**src/rtl/load_store_unit_pkg.sv**
```systemverilog
`default_nettype none
// ============================================================================
//  Module   : lsu_pkg
//  Purpose  : Shared types and constants for the load/store unit: FSM state
//             encoding, funct3 access codes, datapath widths and a funct3
//             legality helper.
//  Revision : 1.0  initial release
// ============================================================================
package lsu_pkg;

    localparam int XLEN  = 32;
    localparam int BE_W  = 4;
    localparam int CNT_W = 8;

    typedef enum logic [1:0] {
        IDLE = 2'd0,
        REQ  = 2'd1,
        DONE = 2'd2
    } lsu_state_t;

    localparam logic [2:0] F3_B  = 3'b000;
    localparam logic [2:0] F3_H  = 3'b001;
    localparam logic [2:0] F3_W  = 3'b010;
    localparam logic [2:0] F3_BU = 3'b100;
    localparam logic [2:0] F3_HU = 3'b101;

    function automatic logic lsu_f3_legal(input logic [2:0] f3);
        return (f3 == F3_B) || (f3 == F3_H) || (f3 == F3_W) ||
               (f3 == F3_BU) || (f3 == F3_HU);
    endfunction

endpackage
`default_nettype wire

```
**src/rtl/load_store_unit_if.sv**
```systemverilog
`default_nettype none
// ============================================================================
//  Module   : load_store_unit_if
//  Purpose  : Data-memory bus between the load/store unit (master) and a
//             handshaked memory or peripheral (slave).
//  Ports    : bus_req/bus_we/bus_addr/bus_wdata/bus_be  master -> slave
//             bus_ack/bus_rdata/bus_err                 slave  -> master
//  Revision : 1.0  initial release
// ============================================================================
interface load_store_unit_if;
    import lsu_pkg::*;

    logic                 bus_req;
    logic                 bus_we;
    logic [XLEN-1:0]      bus_addr;
    logic [XLEN-1:0]      bus_wdata;
    logic [BE_W-1:0]      bus_be;
    logic                 bus_ack;
    logic [XLEN-1:0]      bus_rdata;
    logic                 bus_err;

    modport master (
        output bus_req, bus_we, bus_addr, bus_wdata, bus_be,
        input  bus_ack, bus_rdata, bus_err
    );

    modport slave (
        input  bus_req, bus_we, bus_addr, bus_wdata, bus_be,
        output bus_ack, bus_rdata, bus_err
    );

endinterface
`default_nettype wire

```
**src/rtl/load_store_unit_load_align.sv**
```systemverilog
`default_nettype none
// ============================================================================
//  Module   : lsu_load_align
//  Purpose  : Selects the addressed byte/halfword lane of a read word and
//             sign- or zero-extends it according to funct3.
//  Ports    : i_rdata      read word captured from the bus
//             i_addr_lo    byte offset within the word
//             i_funct3     access size / signedness
//             o_load_data  extended result (0 for unsupported funct3)
//  Revision : 1.0  initial release
// ============================================================================
module lsu_load_align
    import lsu_pkg::*;
(
    input  wire logic [XLEN-1:0] i_rdata,
    input  wire logic [1:0]      i_addr_lo,
    input  wire logic [2:0]      i_funct3,
    output logic      [XLEN-1:0] o_load_data
);

    // Bring the addressed lane down to bit 0 before extending.
    logic [XLEN-1:0] w_shifted;
    assign w_shifted = i_rdata >> {i_addr_lo, 3'b000};

    always_comb begin
        o_load_data = '0;
        case (i_funct3)
            F3_B:    o_load_data = {{24{w_shifted[7]}}, w_shifted[7:0]};
            F3_H:    o_load_data = {{16{w_shifted[15]}}, w_shifted[15:0]};
            F3_W:    o_load_data = i_rdata;
            F3_BU:   o_load_data = {24'd0, w_shifted[7:0]};
            F3_HU:   o_load_data = {16'd0, w_shifted[15:0]};
            default: o_load_data = '0;
        endcase
    end

endmodule
`default_nettype wire

```
**src/rtl/load_store_unit.sv**
```systemverilog
`default_nettype none
// ============================================================================
//  Module   : load_store_unit
//  Purpose  : Multi-cycle load/store unit between the CPU datapath and a
//             req/ack data-memory bus. Stalls the CPU while an access is in
//             flight and returns the extended load value in DONE.
//  Ports    : clock, reset                    clock / sync active-high reset
//             mem_read, mem_write, funct3,
//             addr, store_data                CPU request
//             load_data, stall,
//             misaligned, access_fault        CPU response
//             bus                             data-memory bus (master side)
//  Revision : 1.0  initial release
// ============================================================================
module load_store_unit
    import lsu_pkg::*;
#(
    parameter int TIMEOUT_CYCLES = 255
)(
    input  wire logic            clock,
    input  wire logic            reset,
    input  wire logic            mem_read,
    input  wire logic            mem_write,
    input  wire logic [2:0]      funct3,
    input  wire logic [XLEN-1:0] addr,
    input  wire logic [XLEN-1:0] store_data,
    output logic      [XLEN-1:0] load_data,
    output logic                 stall,
    output logic                 misaligned,
    output logic                 access_fault,
    load_store_unit_if.master    bus
);

    localparam logic [CNT_W-1:0] c_timeout = CNT_W'(TIMEOUT_CYCLES);

    lsu_state_t        r_state, w_state_next;
    logic [CNT_W-1:0]  r_count;
    logic [XLEN-1:0]   r_rdata;
    logic [XLEN-1:0]   r_addr;
    logic [XLEN-1:0]   r_wdata;
    logic [BE_W-1:0]   r_be;
    logic              r_we;
    logic [2:0]        r_funct3;
    logic [1:0]        r_addr_lo;
    logic              r_misaligned;
    logic              r_fault;

    logic              w_req;
    logic              w_legal;
    logic              w_misal;
    logic [BE_W-1:0]   w_be;
    logic [XLEN-1:0]   w_wdata;
    logic [CNT_W-1:0]  w_count_inc;
    logic              w_timeout;
    logic              w_done;
    logic [XLEN-1:0]   w_aligned;

    assign w_req   = mem_read | mem_write;
    assign w_legal = lsu_f3_legal(funct3);
    assign w_misal = w_legal &&
                     (((funct3[1:0] == 2'b01) && addr[0]) ||
                      ((funct3[1:0] == 2'b10) && (addr[1:0] != 2'b00)));

    // Store lane placement; loads always fetch the whole word.
    always_comb begin
        w_be    = 4'b1111;
        w_wdata = store_data;
        if (mem_write) begin
            case (funct3[1:0])
                2'b00: begin
                    w_be    = 4'b0001 << addr[1:0];
                    w_wdata = {4{store_data[7:0]}};
                end
                2'b01: begin
                    w_be    = 4'b0011 << {addr[1], 1'b0};
                    w_wdata = {2{store_data[15:0]}};
                end
                default: begin
                    w_be    = 4'b1111;
                    w_wdata = store_data;
                end
            endcase
        end
    end

    // The DONE decision looks at the post-increment count so that exactly
    // TIMEOUT_CYCLES REQ cycles elapse before the abort.
    assign w_count_inc = r_count + 1'b1;
    assign w_timeout   = (w_count_inc == c_timeout);

    always_comb begin
        w_state_next = r_state;
        case (r_state)
            IDLE: begin
                if (w_req) begin
                    w_state_next = (!w_legal || w_misal) ? DONE : REQ;
                end
            end
            REQ: begin
                if (bus.bus_ack || w_timeout) begin
                    w_state_next = DONE;
                end
            end
            DONE:    w_state_next = IDLE;
            default: w_state_next = IDLE;
        endcase
    end

    always_ff @(posedge clock) begin
        if (reset) begin
            r_state      <= IDLE;
            r_count      <= '0;
            r_rdata      <= '0;
            r_addr       <= '0;
            r_wdata      <= '0;
            r_be         <= '0;
            r_we         <= 1'b0;
            r_funct3     <= '0;
            r_addr_lo    <= '0;
            r_misaligned <= 1'b0;
            r_fault      <= 1'b0;
        end else begin
            r_state <= w_state_next;
            case (r_state)
                IDLE: begin
                    if (w_req) begin
                        r_misaligned <= w_misal;
                        r_fault      <= !w_legal;
                        r_count      <= '0;
                        // Bus-facing registers only move for accesses that
                        // actually reach the bus.
                        if (w_legal && !w_misal) begin
                            r_addr    <= {addr[XLEN-1:2], 2'b00};
                            r_we      <= mem_write;
                            r_be      <= w_be;
                            r_wdata   <= w_wdata;
                            r_funct3  <= funct3;
                            r_addr_lo <= addr[1:0];
                        end
                    end
                end
                REQ: begin
                    if (bus.bus_ack) begin
                        r_rdata <= bus.bus_rdata;
                        r_fault <= bus.bus_err;
                    end else begin
                        r_count <= w_count_inc;
                        if (w_timeout) begin
                            r_fault <= 1'b1;
                        end
                    end
                end
                default: begin
                end
            endcase
        end
    end

    lsu_load_align u_load_align (
        .i_rdata     (r_rdata),
        .i_addr_lo   (r_addr_lo),
        .i_funct3    (r_funct3),
        .o_load_data (w_aligned)
    );

    // All outputs are forced low while reset is asserted.
    assign w_done       = (r_state == DONE) && !reset;
    assign stall        = w_req && (r_state != DONE) && !reset;
    assign misaligned   = w_done && r_misaligned;
    assign access_fault = w_done && r_fault;
    assign load_data    = (w_done && !r_we && !r_fault && !r_misaligned) ? w_aligned : '0;

    assign bus.bus_req   = (r_state == REQ) && !reset;
    assign bus.bus_we    = r_we & !reset;
    assign bus.bus_addr  = reset ? '0 : r_addr;
    assign bus.bus_wdata = reset ? '0 : r_wdata;
    assign bus.bus_be    = reset ? '0 : r_be;

endmodule
`default_nettype wire

```
**src/flat_wrapper.sv**
```systemverilog
// flat-port wrapper written by rule: the top's interface ports become plain ports
module load_store_unit_flat import lsu_pkg::*;
#(
    parameter int TIMEOUT_CYCLES = 255
)
  (clock, reset, mem_read, mem_write, funct3, addr, store_data, load_data, stall, misaligned, access_fault, bus_bus_req, bus_bus_we, bus_bus_addr, bus_bus_wdata, bus_bus_be, bus_bus_ack, bus_bus_rdata, bus_bus_err);
  load_store_unit_if bus_i ();
  input  wire logic clock;
  input  wire logic reset;
  input  wire logic mem_read;
  input  wire logic mem_write;
  input  wire logic [2:0] funct3;
  input  wire logic [XLEN-1:0] addr;
  input  wire logic [XLEN-1:0] store_data;
  output logic      [XLEN-1:0] load_data;
  output logic stall;
  output logic misaligned;
  output logic access_fault;
  output wire logic [$bits(bus_i.bus_req)-1:0] bus_bus_req;
  output wire logic [$bits(bus_i.bus_we)-1:0] bus_bus_we;
  output wire logic [$bits(bus_i.bus_addr)-1:0] bus_bus_addr;
  output wire logic [$bits(bus_i.bus_wdata)-1:0] bus_bus_wdata;
  output wire logic [$bits(bus_i.bus_be)-1:0] bus_bus_be;
  input wire logic [$bits(bus_i.bus_ack)-1:0] bus_bus_ack;
  input wire logic [$bits(bus_i.bus_rdata)-1:0] bus_bus_rdata;
  input wire logic [$bits(bus_i.bus_err)-1:0] bus_bus_err;
  assign bus_bus_req = bus_i.bus_req;
  assign bus_bus_we = bus_i.bus_we;
  assign bus_bus_addr = bus_i.bus_addr;
  assign bus_bus_wdata = bus_i.bus_wdata;
  assign bus_bus_be = bus_i.bus_be;
  assign bus_i.bus_ack = bus_bus_ack;
  assign bus_i.bus_rdata = bus_bus_rdata;
  assign bus_i.bus_err = bus_bus_err;
  load_store_unit #(.TIMEOUT_CYCLES(TIMEOUT_CYCLES)) u_core (.clock(clock), .reset(reset), .mem_read(mem_read), .mem_write(mem_write), .funct3(funct3), .addr(addr), .store_data(store_data), .load_data(load_data), .stall(stall), .misaligned(misaligned), .access_fault(access_fault), .bus(bus_i));
endmodule
```
**config.mk**
```make
export PLATFORM = sky130hd
export DESIGN_NAME = load_store_unit_flat
export DESIGN_NICKNAME = d
export VERILOG_FILES = /design/src/rtl/load_store_unit_pkg.sv /design/src/rtl/load_store_unit_if.sv /design/src/rtl/load_store_unit_load_align.sv /design/src/rtl/load_store_unit.sv /design/src/flat_wrapper.sv
export SDC_FILE = /design/constraint.sdc
export NUM_CORES = 1
export LEC_CHECK = 0
export ABC_AREA = 0
export BUFFER_PORTS_ARGS = -buffer_cell sky130_fd_sc_hd__buf_4
export CAP_MARGIN = 20
export CORE_MARGIN = 2
export CORE_UTILIZATION = 41
export CTS_CLUSTER_DIAMETER = 30
export DETAILED_ROUTE_END_ITERATION = 12
export GPL_TIMING_DRIVEN = 0
export PLACE_DENSITY_LB_ADDON = 0.12
export SLEW_MARGIN = 20
export SYNTH_ARGS = -nofsm -noshare
export SYNTH_HDL_FRONTEND = slang
export SYNTH_HIERARCHICAL = 1
export SYNTH_SLANG_ARGS = --single-unit
```
**constraint.sdc**
```tcl
create_clock -name clock -period 2.4 [get_ports clock]
set_input_delay 0.36 -clock clock [delete_from_list [all_inputs] [get_ports clock]]
set_output_delay 0.36 -clock clock [all_outputs]
set_load 0.01 [all_outputs]
```
# Word-level counts from Yosys, hierarchy flattened
# Index checks and enable logic that the tools add are counted.
[word_totals] word_cells=93 mem_count=0 reg_bits=116 in_bits=105 mem_bits_rw=0 latch_bits=0 romBits=0 output_inout_bits=105
[classes] addsub=1 div_mod_pow=0 shifts=3 n_eq_ne=18 n_mux=20 n_lt_le_gt_ge=0 reduce_logical=38 bitwise=2 mul=0
[ops] cell="32-bit case mux with 5 select lines" n=1
[ops] cell="32-bit two-way mux" n=4
[ops] cell="32-bit case mux with 2 select lines" n=1
[ops] cell="32-bit by 5-bit right shift with 16-bit output" n=1
[ops] cell="8-bit two-way mux" n=2
[ops] cell="8-bit case mux with 2 select lines" n=1
[ops] cell="1-bit logical AND" n=13
[ops] cell="3-bit == test, second input constant" n=4
[ops] cell="3-bit AND reduction" n=3
[ops] cell="8-bit by 1-bit adder with 8-bit output, second input constant" n=1
[ops] cell="8-bit == test, second input constant" n=1
[ops] cell="4-bit two-way mux" n=2
[ops] cell="4-bit case mux with 2 select lines" n=1
[ops] cell="1-bit logical OR" n=7
[ops] cell="3-bit by 1-bit == test with 1-bit output, second input constant" n=2
[ops] cell="3-bit by 2-bit == test with 1-bit output, second input constant" n=2
[ops] cell="1-bit logical NOT" n=6
[ops] cell="3-bit logical NOT" n=2
[ops] cell="2-bit two-way mux" n=3
[ops] cell="2-bit AND reduction" n=3
[ops] cell="2-bit by 1-bit == test with 1-bit output, second input constant" n=2
[ops] cell="2-bit == test, second input constant" n=2
[ops] cell="2-bit logical NOT" n=2
[ops] cell="2-bit by 1-bit != test with 1-bit output, second input constant" n=2
[ops] cell="10 further kinds" n=14

# Longest topological paths before layout
[logic_depth] word_depth=10 depth_mapped=7 ltp_nobuf=6

# Hierarchy
# The synthesis kept the hierarchy.
[modules_own_cells] module="load_store_unit" area_per_inst_um2=5356.4 cells_per_inst=702 instances=1 seq_area_each_um2=2322.2
[modules_own_cells] module="lsu_load_align" area_per_inst_um2=837.1 cells_per_inst=114 instances=1 seq_area_each_um2=0.0

# Worst setup path after synthesis
# Ideal clock, no wire load.
[synth_path] kind="reg-to-output" startpoint="reg u_core.r_state[1]" endpoint="out load_data[10]" t_required_ns=2.040 path_buffers=1 stages_incl_launch_ff=6 t_arrival_ns=1.607 setup_slack_ns=0.433 path_cell_list="dfxtp_1 inv_1 nor3_1 nor4b_1 clkbuf_1 and2_1"
[synth_via] elab_chain_cells=6
[synth_rtl] element="start, declared" line_no="load_store_unit.sv:36" source="lsu_state_t r_state, w_state_next;"
[synth_rtl] element="start signal, assigned" line_no="load_store_unit.sv:123" source="r_state <= w_state_next;"
[synth_rtl] element="2-bit == test" line_no="load_store_unit.sv:167" source="assign w_done = (r_state == DONE) && !reset;"
[synth_rtl] element="1-bit logical AND" line_no="load_store_unit.sv:167"
[synth_rtl] element="1-bit logical AND (3 in series)" line_no="load_store_unit.sv:171" source="assign load_data = (w_done && !r_we && !r_fault && !r_misaligned) ? w_aligned : '0;"
[synth_rtl] element="32-bit two-way mux" line_no="load_store_unit.sv:171"
[synth_rtl] element="end, declared" line_no="flat_wrapper.sv:15" source="output logic [XLEN-1:0] load_data;"
# Every way passes these cells.

# Final worst setup path
[layout_path] startpoint="reg u_core.r_addr_lo[0]" endpoint="out load_data[13]"
[layout_via] elab_chain_cells=3
[layout_rtl] element="start, declared" line_no="load_store_unit.sv:44" source="logic [1:0] r_addr_lo;"
[layout_rtl] element="start signal, assigned" line_no="load_store_unit.sv:138" source="r_addr_lo <= addr[1:0];"
[layout_rtl] element="32-bit by 5-bit right shift with 16-bit output" line_no="load_store_unit_load_align.sv:23" source="assign w_shifted = i_rdata >> {i_addr_lo, 3'b000};"
[layout_rtl] element="32-bit case mux with 5 select lines" line_no="load_store_unit_load_align.sv:27" source="case (i_funct3)"
[layout_rtl] element="via u_core.w_aligned[13]" line_no="load_store_unit.sv:56" source="logic [XLEN-1:0] w_aligned;"
[layout_rtl] element="32-bit two-way mux" line_no="load_store_unit.sv:171"
# The timed path passes the listed nets, and every way through them passes these cells.

==> flow_summary.toml <==
[routing]
detail_route.first_pass.iterations = 5
viasPerCell = 5.22
vias = 6525
drt-initial-drc-count = 486
wl_per_cell_microns = 16.4
finalWirelength_mm = 20.4
drtAntennaViolNets = 0
drc = 0

[clocking]
cts_tree = "yes"
clk_latency_ns = 0.41
htreeDepth = 4
root_buffer = "clkbuf_16"
path_clk_slew_ns = 0.05
cts_sinks = 116
hold_buffers = 0
clock_path_buffers = 2
cts_buffers = 17

[floorplanning]
coreArea_sq_um = 14600
die_height_microns = 127
floorplan.initialDensity = 0.423
dieArea_sq_um = 16100
die_w_microns = 127
rows = 44
io_pins = 210

[critical_path]
crit_slowest_cell = "mux4_2"
cp_cell_sequence = "mux4_2, and2_4, a211o_1, and2_4, buf_6"
critPathRequiredTime_ns = 2.04
cp-start-kind = "register"
crit_top_cell = "and2_4"
path_max_fanout = 4
reg2reg_slack_ns = 0.35
arrival_ns = 1.99
max_stage_delay_ns = 0.52
crit_path_end_kind = "output port"
crit_type = "register to output port"

[layout]
num_antenna_cells = 0
syn2layout_area_growth_pct = 41.9
nets = 1159
drive_gt1_frac = 0.293

[synth]
synth_ff_type = "dfxtp_1"
postSynthCellCount = 816
yosys_warnings = 6
synth.distinct_cells = 57
synth.avg_cell_area_sq_um = 7.59
ys_seq_area_frac = 0.375
synth_edf_count = 0
synth_area_sq_um = 6190
ys_async_sr_fraction = 0
synth-seq-cells = 116

[power_and_ir_drop]
seqPwrFrac = 0.379
irDropWorstVdd_uv = 459
p_sw_mw = 1.53
switching_share = 0.270
leakage_nw = 3.64
intPower_mw = 4.13
power_density_nw_per_um2 = 644
pwr-share-comb = 0.184
p_clk_frac = 0.436

[timing]
fin_skew_ns = 0.00469
slew_headroom = 0.534
slew_viol_final = 0
tightestPinTransition_ns = 0.697
period_share = 0.978
fmax_mhz = 426
period_minus_slack_ns = 2.35
hold_viol = 0
holdWs_ns = 0.196
grt_setup_unrepaired = "yes"
setup_violations = 0
finalSetupTns_ns = 0

[run_status]
status = "finished clean"

[global_route]
grt_max_degree = 17
grt_pass1_vias = 6222
grt_pass1_wl_mm = 32.3
grt_usage = 0.253
antenna_found_initial = 0
grt_remaining_overflow = 0

[placed_design]
numPortBuffers = 206
hpwl_mm = 15.1
place.gp.congestion = 0.879

[job]
cap_violations = 0

[hold_path]
hold_class = "primary input to register"
-- cell type report --
class                      count  area (sq um)
timing repair buffer         218          1680
fill                        1390          5860
tap                          184           230
clock buffer                  22           474
multi-input combinational    622          3590
buffer                        69           344
inverter                       8          30.0
sequential                   116          2340
clock inverter                10           105
-- sequential cells by signal, indices dropped and copies added (netlist names) --
register	cells
u_core/r_misaligned	1
u_core/r_funct3	3
u_core/r_be	4
u_core/r_state	2
u_core/r_fault	1
u_core/r_count	8
u_core/r_addr	30
u_core/r_addr_lo	2
u_core/r_wdata	32
u_core/r_we	1
u_core/r_rdata	32
-- power by group through the flow --
stage	Combinational (mW)	Sequential (mW)	Clock [mW]
after detailed placement	0.992	2.17	0
after CTS	1.03	2.14	2.51
after global routing	1.15	2.16	2.61
after global placement	0.989	2.17	0
final	1.04	2.15	2.47
after floorplan	0.594	2.15	0
-- metal layers --
metal / up-vias / global-route usage / wire [microns] / share of wire
li1: 3258 / - / - / -
met1: 2982 / 0.334 / 8900 / 0.44
met2: 253 / 0.400 / 9430 / 0.46
met3: 32 / 0.0810 / 1710 / 0.084
met4: 0 / 0.0730 / 393 / 0.019
met5: - / 0 / 0 / 0
-- synthesized netlist by cell type (5+ instances only) --
cell	instances	area, sq um
nor2b_1	74	463
a21oi_1	104	521
nand2_1	206	773
nand3b_1	7	52.6
inv_1	8	30.0
nor2_1	28	105
a311oi_1	5	43.8
dfxtp_1	116	2320
and2_1	35	219
o211ai_1	16	120
nor3_1	5	25.0
clkbuf_1	44	165
buf_4	7	52.6
o21ai_0	10	50.1
o21ai_1	17	85.1
a211oi_1	10	75.1
a211o_1	8	70.1
buf_2	15	75.1
nand3_1	6	30.0
a22o_1	5	43.8
mux2i_1	23	230
-- per-stage QoR --
step / cells / setup slack (ns) / total power [mW] / instance area, sq um / util
4_1_cts: 1247 / -0.0154 / 5.68 / 8680 / 0.593
6_report: 1249 / 0.0528 / 5.66 / 8790 / 0.600
2_1_floorplan: 817 / 0.433 / 2.74 / 6200 / -
3_3_place_gp: 1207 / -0.414 / 3.16 / 7970 / 0.545
5_1_grt: 1249 / -0.0271 / 5.92 / 8790 / 0.600
3_5_place_dp: 1207 / -0.0107 / 3.17 / 7980 / 0.545
-- worst max-delay path: cells and delay by family, from the launching register on --
kind,cells,cell delay [ns]
and+or+nand+nor,2,0.32
DFF,1,0.36
AOI/OAI and AO/OA,1,0.27
buffers and inverters,1,0.11
muxes,1,0.52
-- final timing paths --
check / startpoint / endpoint / cells past startpoint
max: u_core/r_addr_lo[0] / load_data[13] / 5
min: addr[16] / u_core/r_addr[16] / 3
max reg2reg: u_core/r_state[0] / u_core/r_rdata[15] / 6
min reg2reg: u_core/r_wdata[25] / u_core/r_wdata[25] / 2
-- placed cells by master, fill, tap and decap left out, drive strengths merged, types with 6 or more instances in the layout --
cell and count:
a211o 8, a211oi 11, a21oi 104, and2 36, buf 243, clkbuf 66
clkinv 6, dfxtp 116, inv 8, mux2i 23, nand2 206, nand3 6
nand3b 7, nor2 28, nor2b 74, o211ai 16, o21ai 27
-- kinds of logic after synthesis --
kind of cell / Yosys count / synth area share
simple gates: 385 / 0.298
compound gates: 202 / 0.203
flops: 116 / 0.375
buf+inv: 79 / 0.0576
mux: 30 / 0.0596
fa+ha+maj: 2 / 0.00404
other cells: 1 / 0.000605
xor+xnor: 1 / 0.00141
-- what timing repair did --
item,CTS,global route
setup endpoints to repair,32,32
resized for setup,22,37
endpoints found under the hold margin,0,0
pin swaps,2,7
setup buffers,7,3
cloned,1,1
Power figures use the tool's default switching activity.
